<file path="src/rtl/npu_pkg.sv">
// Shared widths and the int8 saturation helper for the UniNPU convolution datapath.
package npu_pkg;
  localparam int DATA_W = 8;
  localparam int TAPS   = 9;
  localparam int BIAS_W = 16;
  localparam int PROD_W = 2 * DATA_W;
  localparam int SUM_W  = 20;
  localparam int ACC_W  = 21;
  localparam int Q_W    = ACC_W + 1;

  // Clamp a wide signed value into [-128, 127].
  function automatic logic signed [DATA_W-1:0] sat_int8(input logic signed [Q_W-1:0] v);
    if (!v[Q_W-1] && (|v[Q_W-2:DATA_W-1]))
      return 8'sh7F;
    else if (v[Q_W-1] && !(&v[Q_W-2:DATA_W-1]))
      return 8'sh80;
    else
      return v[DATA_W-1:0];
  endfunction
endpackage

</file>
<file path="src/rtl/arithmetic_core_mac9.sv">
// Nine signed 8x8 multipliers registered at stage 1, then an adder tree plus bias.
module mac9
  import npu_pkg::*;
(
  input  logic                    clk,
  input  logic                    reset,
  input  logic                    en,
  input  logic [TAPS*DATA_W-1:0]  act,
  input  logic [TAPS*DATA_W-1:0]  wgt,
  input  logic [BIAS_W-1:0]       bias,
  output logic signed [ACC_W-1:0] acc_p1,
  output logic                    vld_p1
);
  logic signed [PROD_W-1:0] prod_p1_d [TAPS];
  logic signed [PROD_W-1:0] prod_p1_q [TAPS];
  logic signed [BIAS_W-1:0] bias_p1_q;
  logic                     vld_p1_d, vld_p1_q;
  logic signed [SUM_W-1:0]  sum_p1;

  always_comb begin
    for (int k = 0; k < TAPS; k++) begin
      prod_p1_d[k] = $signed(act[(TAPS-1-k)*DATA_W +: DATA_W]) *
                     $signed(wgt[(TAPS-1-k)*DATA_W +: DATA_W]);
    end
    vld_p1_d = en;
  end

  // stage 1: products and bias
  always_ff @(posedge clk) begin
    if (reset) vld_p1_q <= 1'b0;
    else       vld_p1_q <= vld_p1_d;
    if (en) begin
      prod_p1_q <= prod_p1_d;
      bias_p1_q <= $signed(bias);
    end
  end

  always_comb begin
    sum_p1 = '0;
    for (int k = 0; k < TAPS; k++) begin
      sum_p1 = sum_p1 + SUM_W'(prod_p1_q[k]);
    end
    acc_p1 = ACC_W'(sum_p1) + ACC_W'(bias_p1_q);
  end

  assign vld_p1 = vld_p1_q;
endmodule

</file>
<file path="src/rtl/arithmetic_core.sv">
// Convolution core: mac9 dot product, then requantize, saturate, ReLU and optional max-pool.
module arithmetic_core
  import npu_pkg::*;
(
  input  logic        clk,
  input  logic        reset,
  input  logic [71:0] in,
  input  logic [71:0] weightin,
  input  logic [15:0] bias,
  input  logic [2:0]  bound_level,
  input  logic [2:0]  step,
  input  logic        en,
  input  logic        en_relu,
  input  logic        en_mp,
  output logic [7:0]  out,
  output logic        out_en
);
  logic signed [ACC_W-1:0]  acc_p1;
  logic                     vld_p1;
  logic [2:0]               bl_p1_q, step_p1_q;
  logic                     relu_p1_q, mp_p1_q;

  logic signed [DATA_W-1:0] res_p2_d, res_p2_q;
  logic [2:0]               step_p2_q;
  logic                     mp_p2_q, vld_p2_q;

  logic signed [DATA_W-1:0] out_d, out_q, max_d, max_q, cur_max;
  logic                     out_en_d, out_en_q;
  logic [2:0]               cnt_d, cnt_q;

  // Round half up, then arithmetic shift right by sh.
  function automatic logic signed [Q_W-1:0] requant(input logic signed [ACC_W-1:0] a,
                                                    input logic [2:0] sh);
    logic signed [Q_W-1:0] ext, one;
    ext = {a[ACC_W-1], a};
    one = 1;
    if (sh == 3'd0) return ext;
    return (ext + (one <<< (sh - 3'd1))) >>> sh;
  endfunction

  function automatic logic signed [DATA_W-1:0] relu(input logic signed [DATA_W-1:0] v,
                                                    input logic enable);
    return (enable && v < 0) ? 8'sh00 : v;
  endfunction

  mac9 u_mac9 (
    .clk    (clk),
    .reset  (reset),
    .en     (en),
    .act    (in),
    .wgt    (weightin),
    .bias   (bias),
    .acc_p1 (acc_p1),
    .vld_p1 (vld_p1)
  );

  // stage 1: per-sample configuration travels with the products
  always_ff @(posedge clk) begin
    if (en) begin
      bl_p1_q   <= bound_level;
      step_p1_q <= step;
      relu_p1_q <= en_relu;
      mp_p1_q   <= en_mp;
    end
  end

  always_comb res_p2_d = relu(sat_int8(requant(acc_p1, bl_p1_q)), relu_p1_q);

  // stage 2: requantized int8 result
  always_ff @(posedge clk) begin
    if (reset) vld_p2_q <= 1'b0;
    else       vld_p2_q <= vld_p1;
    if (vld_p1) begin
      res_p2_q  <= res_p2_d;
      step_p2_q <= step_p1_q;
      mp_p2_q   <= mp_p1_q;
    end
  end

  always_comb begin
    out_d    = out_q;
    out_en_d = 1'b0;
    cnt_d    = cnt_q;
    max_d    = max_q;
    cur_max  = (cnt_q == 3'd0 || res_p2_q > max_q) ? res_p2_q : max_q;
    if (vld_p2_q) begin
      if (!mp_p2_q) begin
        out_d    = res_p2_q;
        out_en_d = 1'b1;
        cnt_d    = 3'd0;
      end else if (cnt_q == step_p2_q) begin
        out_d    = cur_max;
        out_en_d = 1'b1;
        cnt_d    = 3'd0;
        max_d    = 8'sh00;
      end else begin
        cnt_d = cnt_q + 3'd1;
        max_d = cur_max;
      end
    end
  end

  // stage 3: bypass or pooled output
  always_ff @(posedge clk) begin
    if (reset) begin
      out_q    <= 8'sh00;
      out_en_q <= 1'b0;
      cnt_q    <= 3'd0;
      max_q    <= 8'sh00;
    end else begin
      out_q    <= out_d;
      out_en_q <= out_en_d;
      cnt_q    <= cnt_d;
      max_q    <= max_d;
    end
  end

  assign out    = out_q;
  assign out_en = out_en_q;
endmodule

</file>
<file path="config.mk">
export PLATFORM = sky130hd
export DESIGN_NAME = arithmetic_core
export DESIGN_NICKNAME = d
export VERILOG_FILES = /design/src/rtl/npu_pkg.sv /design/src/rtl/arithmetic_core_mac9.sv /design/src/rtl/arithmetic_core.sv
export SDC_FILE = /design/constraint.sdc
export NUM_CORES = 2
export LEC_CHECK = 0
export ABC_AREA = 1
export ABC_CLOCK_PERIOD_IN_PS = 17750
export BUFFER_PORTS_ARGS = -buffer_cell sky130_fd_sc_hd__buf_2
export CORE_ASPECT_RATIO = 1.4
export CORE_UTILIZATION = 60
export CTS_BUF_LIST = sky130_fd_sc_hd__clkbuf_8 sky130_fd_sc_hd__clkbuf_16
export DETAILED_ROUTE_END_ITERATION = 8
export PLACE_DENSITY = 0.78
export REMOVE_ABC_BUFFERS = 1
export SLEW_MARGIN = 10
export SYNTH_ARGS = -nofsm -noshare
export SYNTH_HDL_FRONTEND = slang
export SYNTH_SLANG_ARGS = --single-unit
export TNS_END_PERCENT = 1
</file>
<file path="constraint.sdc">
create_clock -name clk -period 17.75 [get_ports clk]
set_clock_uncertainty 0.1 [all_clocks]
set_input_delay 2.6625 -clock clk [delete_from_list [all_inputs] [get_ports clk]]
set_output_delay 2.6625 -clock clk [all_outputs]
set_load 0.01 [all_outputs]
</file>
* Word-level counts from Yosys, hierarchy flattened
Index checks and enable logic that the tools add are counted. Widths: inputs -> output; s select.
Cells by class: add/sub/neg operators 12, multipliers 9, magnitude comparators 2, equal/unequal tests 2, shift operators 2, mux-type cells 13, bitwise logic cells 1, reduce and logical (&&, ||, !) cells 13
Operators by type and width (number):
- $mul 8x8->16 | 9
- $add 20x16->20 | 6
- $mux 8 | 6
- $mux 22 | 2
- $add 21x22->22 | 1
- $sshl 2x3->22 const A | 1
- $sshr 22x3->22 | 1
- $add 20x16->21 | 1
- $add 17x16->18 | 1
- $add 16x16->17 | 1
- $reduce_and 14->1 | 1
- $reduce_or 14->1 | 1
- $gt 8x8->1 | 1
- $lt 8x1->1 const B | 1
- $logic_not 3->1 | 2
- $mux 3 | 2
- $reduce_and 2->1 | 2
- $add 3x1->3 const B | 1
- $eq 3x3->1 | 1
- $logic_and 1x1->1 | 3
- $mux 1 | 3
- $sub 3x1->3 const B | 1
- $logic_not 1->1 | 2
- $ne 2x1->1 const B | 1
- 3 further kinds | 3
Storage, ports and cells: flip-flop bits (word level) 202, output and inout port bits 9, word-level logic and storage cells 77

* Longest topological paths before layout
depth after elaboration 19, gate-level depth with buffers 62, mapped depth without buffers 62

* Hierarchy
Synthesis repeated with hierarchy kept, for this count alone.
Second synthesis, totals: cell total of the unflattened synthesis 4690, area, all modules 37472.2 sq um
By module, submodules not included:
- mac9 | times used 1, cells an instance 4053, area an instance 33400.8 sq um, seq. area each 4824.6 sq um
- arithmetic_core | times used 1, cells an instance 637, area an instance 4071.4 sq um, seq. area each 1021.0 sq um

* Least setup slack after synthesis
No wires, ideal clock.
path kind register to register, start reg u_mac9.prod_p1_q[113] (netlist name), end reg res_p2_q[5] (data pin), setup time 0.267 ns, arrival time 8.436 ns, required time 17.383 ns, slack 8.946 ns, stages on the path, launching flop included 59, path buffers 0, period minus slack after synthesis 8.804 ns, path through edfxtp_1 inv_1 fa_1 inv_1 ha_1 inv_1 fa_1 inv_1 a21o_1 a21oi_1 o21ai_0 nand2_1 nand2_1 nand2_1 nand2_1 a21oi_1 o21bai_1 a21oi_1 (+23 left out) nand3_1 nand2_1 nand2_1 nand2_1 nor2_1 nand3_1 nand3_1 nand2_1 nand2_1 nand3_1 nand2_1 nand2_1 nor2_1 nand2_1 o21ai_4 nand2_1 nand2_1 nor2_1
Between the ends: word-level cells in the longest chain between the ends 19, elaborated cells between the ends (all ways) 23
RTL lines:
- start, declared | RTL line arithmetic_core_mac9.sv:15 | logic signed [PROD_W-1:0] prod_p1_q [TAPS];
- start signal, assigned | RTL line arithmetic_core_mac9.sv:33 | prod_p1_q <= prod_p1_d;
- $add 16x16->17 (*) | RTL line arithmetic_core_mac9.sv:41 | sum_p1 = sum_p1 + SUM_W'(prod_p1_q[k]);
- $add 17x16->18 (*) | RTL line arithmetic_core_mac9.sv:41
- $add 20x16->20 (*) (6 in a row) | RTL line arithmetic_core_mac9.sv:41
- $add 20x16->21 (*) | RTL line arithmetic_core_mac9.sv:43 | acc_p1 = ACC_W'(sum_p1) + ACC_W'(bias_p1_q);
- $add 21x22->22 | RTL line arithmetic_core.sv:38 | return (ext + (one <<< (sh - 3'd1))) >>> sh;
- $sshr 22x3->22 | RTL line arithmetic_core.sv:38
- $mux 22 (*) | RTL line arithmetic_core.sv:38
- $reduce_and 14->1 | RTL line npu_pkg.sv:15 | else if (v[Q_W-1] && !(&v[Q_W-2:DATA_W-1]))
- $logic_not 1->1 | RTL line npu_pkg.sv:15
- $logic_and 1x1->1 | RTL line npu_pkg.sv:15
- $mux 8 | RTL line npu_pkg.sv:15
- $mux 8 (*) | RTL line npu_pkg.sv:13 | if (!v[Q_W-1] && (|v[Q_W-2:DATA_W-1]))
- $lt 8x1->1 | RTL line arithmetic_core.sv:43 | return (enable && v < 0) ? 8'sh00 : v;
- $logic_and 1x1->1 | RTL line arithmetic_core.sv:43
- end signal, assigned | RTL line arithmetic_core.sv:74 | res_p2_q <= res_p2_d;
- end, declared | RTL line arithmetic_core.sv:23 | logic signed [DATA_W-1:0] res_p2_d, res_p2_q;
Mark *: on every way between the ends. The rest lies on a longest branch, timed or not. The select of a mux whose other input is x is not followed. A chain may end at the register's enable or synchronous reset.

* Final worst setup path
Ends and elaborated chain as after synthesis.

==> impl_metrics.ini <==
[status]
status = complete, no violations

[yosys]
synthFlopType = edfxtp_1
synth_area_mm2 = 0.0364
synth-edff-count = 180
async_flop_share_pct = 0
yosysUniqueCellTypes = 51
yosys_warnings = 0
ys_seq_elements = 202
synth-seq-area-share_pct = 16.1
syn-mean-instance-area_um2 = 8.33
syn_inst = 4371

[die]
die_area_mm2 = 0.0617
dieHeight_um = 293
die_w_um = 210
row_count = 106
io_pins = 180
core_mm2 = 0.0598
start_util_pct = 60.8

[grt]
first_global_vias = 28300
grt_max_degree = 103
grtUsageTotal_pct = 26.9
antenna_found_initial = 2
grt_pass1_wl_um = 133000
overflow = 0

[setup_path]
cp.required_ns = 17.93
slowest_stage = fa_1
r2r.worst_path.cells = 58
start_kind = register
slowest_delay_ns = 0.49
critPathArrivalTime_ns = 10.11
endpoint_kind = register
crit_fanout = 7
timing.rr.end = res_p2_q[5]
rrSetupSlack_ns = 7.83
crit_top_cell = nand2_1
r2r_start = u_mac9.prod_p1_q[113]
critPathKind = reg2reg

[clock_network]
clockRootBuffer = clkbuf_16
clock_path_buffers = 3
cts_inserted_buffers = 23
clkLatencyLatePin_ns = 0.55
cts.htree.levels = 1
cts_tree = yes
cts_hold_buf = 0
cts_resized = 0
postCtsSetupRepairBufs = 0
clkSinkCount = 202
path_clk_slew_ns = 0.06

[cells_and_area]
regArea_mm2 = 0.00585
multi_input_area_mm2 = 0.0250
layout.nets = 5534
drive_gt1_share_pct = 7.59
fillers = 5008
area_growth_pct = 5.65
mostFrequentLayoutCell = inv_1
fin_util_pct = 64.3
mostFrequentLayoutCells = 1321 x inv_1, 885 x nand2_1, 602 x fa_1, 337 x ha_1, 180 x edfxtp_1

[sta]
hold_violations = 0
rsz0062_at_grt = no
relSlewSlack_pct = 24.4
fmax_mhz = 101
drv_slew = 0
hold_slack_ns = 0.325
setup_violations = 0
period_share_pct = 55.9
worst_pin_slew_ns = 1.13
post-route-worst-setup-slack_ns = 7.83
finalSetupTns_ns = 0
layout_min_cycle_time_ns = 9.92

[placement]
port_buffers = 179
pre_cts_ws_ns = 7.89
place.gp.congestion = 0.930
dpl.hpwl_um = 66700

[min_path]
hold_class = reg2reg
worstHoldStart = mp_p1_q
hold_depth = 0
hold_path_end = mp_p2_q

[detailed_routing]
routed-via-count = 26500
drt_iter0_markers = 1473
route.detailed.drc = 0
wirelength_um = 78600
vias_per_cell = 5.05
dr.pass1.iters = 5
ant_nets = 0
wl_per_cell_um = 15.0

[job]
cap_violations = 0
cell usage after synthesis, types with 4 or more instances:
master    number  area (um2)
nand2_4        4        45.0
a21o_1         7        52.6
nor2_4         5        56.3
nand3_1      104         521
edfxtp_1     180        5410
o21ai_0       73         365
xor2_1       112         981
nand2_2       22         138
ha_1         337        4220
nor2_2        12        75.1
inv_1       1316        4940
a21oi_1      160         801
a211oi_1       8        60.1
nand4_1       20         125
nand2_1      885        3320
or2_2         59         369
xnor2_1       90         788
buf_2          9        45.0
dfxtp_1       22         440
nor2_1       121         454
nor3_1         5        25.0
inv_2          7        26.3
a31oi_1        5        31.3
clkbuf_1     142         533
o221ai_1       5        43.8
nand3_2        5        50.1
and2_1         4        25.0
fa_1         602       12100
o211ai_1       6        45.0
o21bai_1      14         105
critical path: cells and delay by family, from the launching register on:
family,cells,cell delay (ns)
and+or+nand+nor,29,3.20
AOI/OAI and AO/OA,11,1.84
xor gates and xnor gates,1,0.07
DFF,1,0.35
adders and majority gates,9,3.50
buffers and inverters,8,0.60
flip-flops by register name (all words and copies together) (netlist names):
| name | cells |
|---|---|
| max_q | 8 |
| vld_p2_q | 1 |
| u_mac9.vld_p1 | 1 |
| res_p2_q | 8 |
| u_mac9.bias_p1_q | 16 |
| cnt_q | 3 |
| out | 8 |
| relu_p1_q | 1 |
| step_p2_q | 3 |
| out_en | 1 |
| step_p1_q | 3 |
| bl_p1_q | 3 |
| u_mac9.prod_p1_q | 144 |
| mp_p1_q | 1 |
| mp_p2_q | 1 |
cells by family after synthesis:
family                     share of synthesized area (%)
AOI/OAI and AO/OA                                   4.50
adders and majority gates                           44.7
xor gates and xnor gates                            4.91
DFF                                                 16.1
muxes                                             0.0825
and+or+nand+nor                                     14.5
buffers and inverters                               15.3
metrics by stage:
step | cell area [um2] | std cells
after floorplan | 35800 | 4219
after global placement | 37700 | 5209
after detailed placement | 37700 | 5209
after CTS | 38400 | 5251
after global routing | 38400 | 5253
final | 38400 | 5253
metal layers:
metal / global-route usage [%] / up-vias / part of all wire (%)
li1: - / 12800 / -
met1: 30.8 / 12900 / 38
met2: 50.5 / 635 / 54
met3: 2.24 / 193 / 3.9
met4: 12.1 / 0 / 4.6
met5: 0 / - / 0
final cells by class:
type	instances	area share [%]
diodes	2	0.0130
clock buffers	26	1.63
clock inverters	16	0.215
inverters	1325	12.9
multi-input cells	2692	65.0
flip-flops and latches	202	15.2
well taps	810	2.64
repair buffers	180	2.37
worst max-delay path by stage:
stage / start / endpoint / slack (ns) / depth (start not counted)
3_5_place_dp: u_mac9.prod_p1_q[113] / res_p2_q[5] / 7.89 / 58
5_1_grt: u_mac9.prod_p1_q[113] / res_p2_q[5] / 6.93 / 58
3_3_place_gp: u_mac9.prod_p1_q[113] / res_p2_q[5] / 8.23 / 58
2_1_floorplan: u_mac9.prod_p1_q[113] / res_p2_q[5] / 8.89 / 58
4_1_cts: u_mac9.prod_p1_q[113] / res_p2_q[5] / 7.86 / 58
6_report: u_mac9.prod_p1_q[113] / res_p2_q[5] / 7.83 / 58
Power is left out: the tool's default activity adds up to more than one toggle a clock period on the data nets, which glitch-free logic cannot reach.
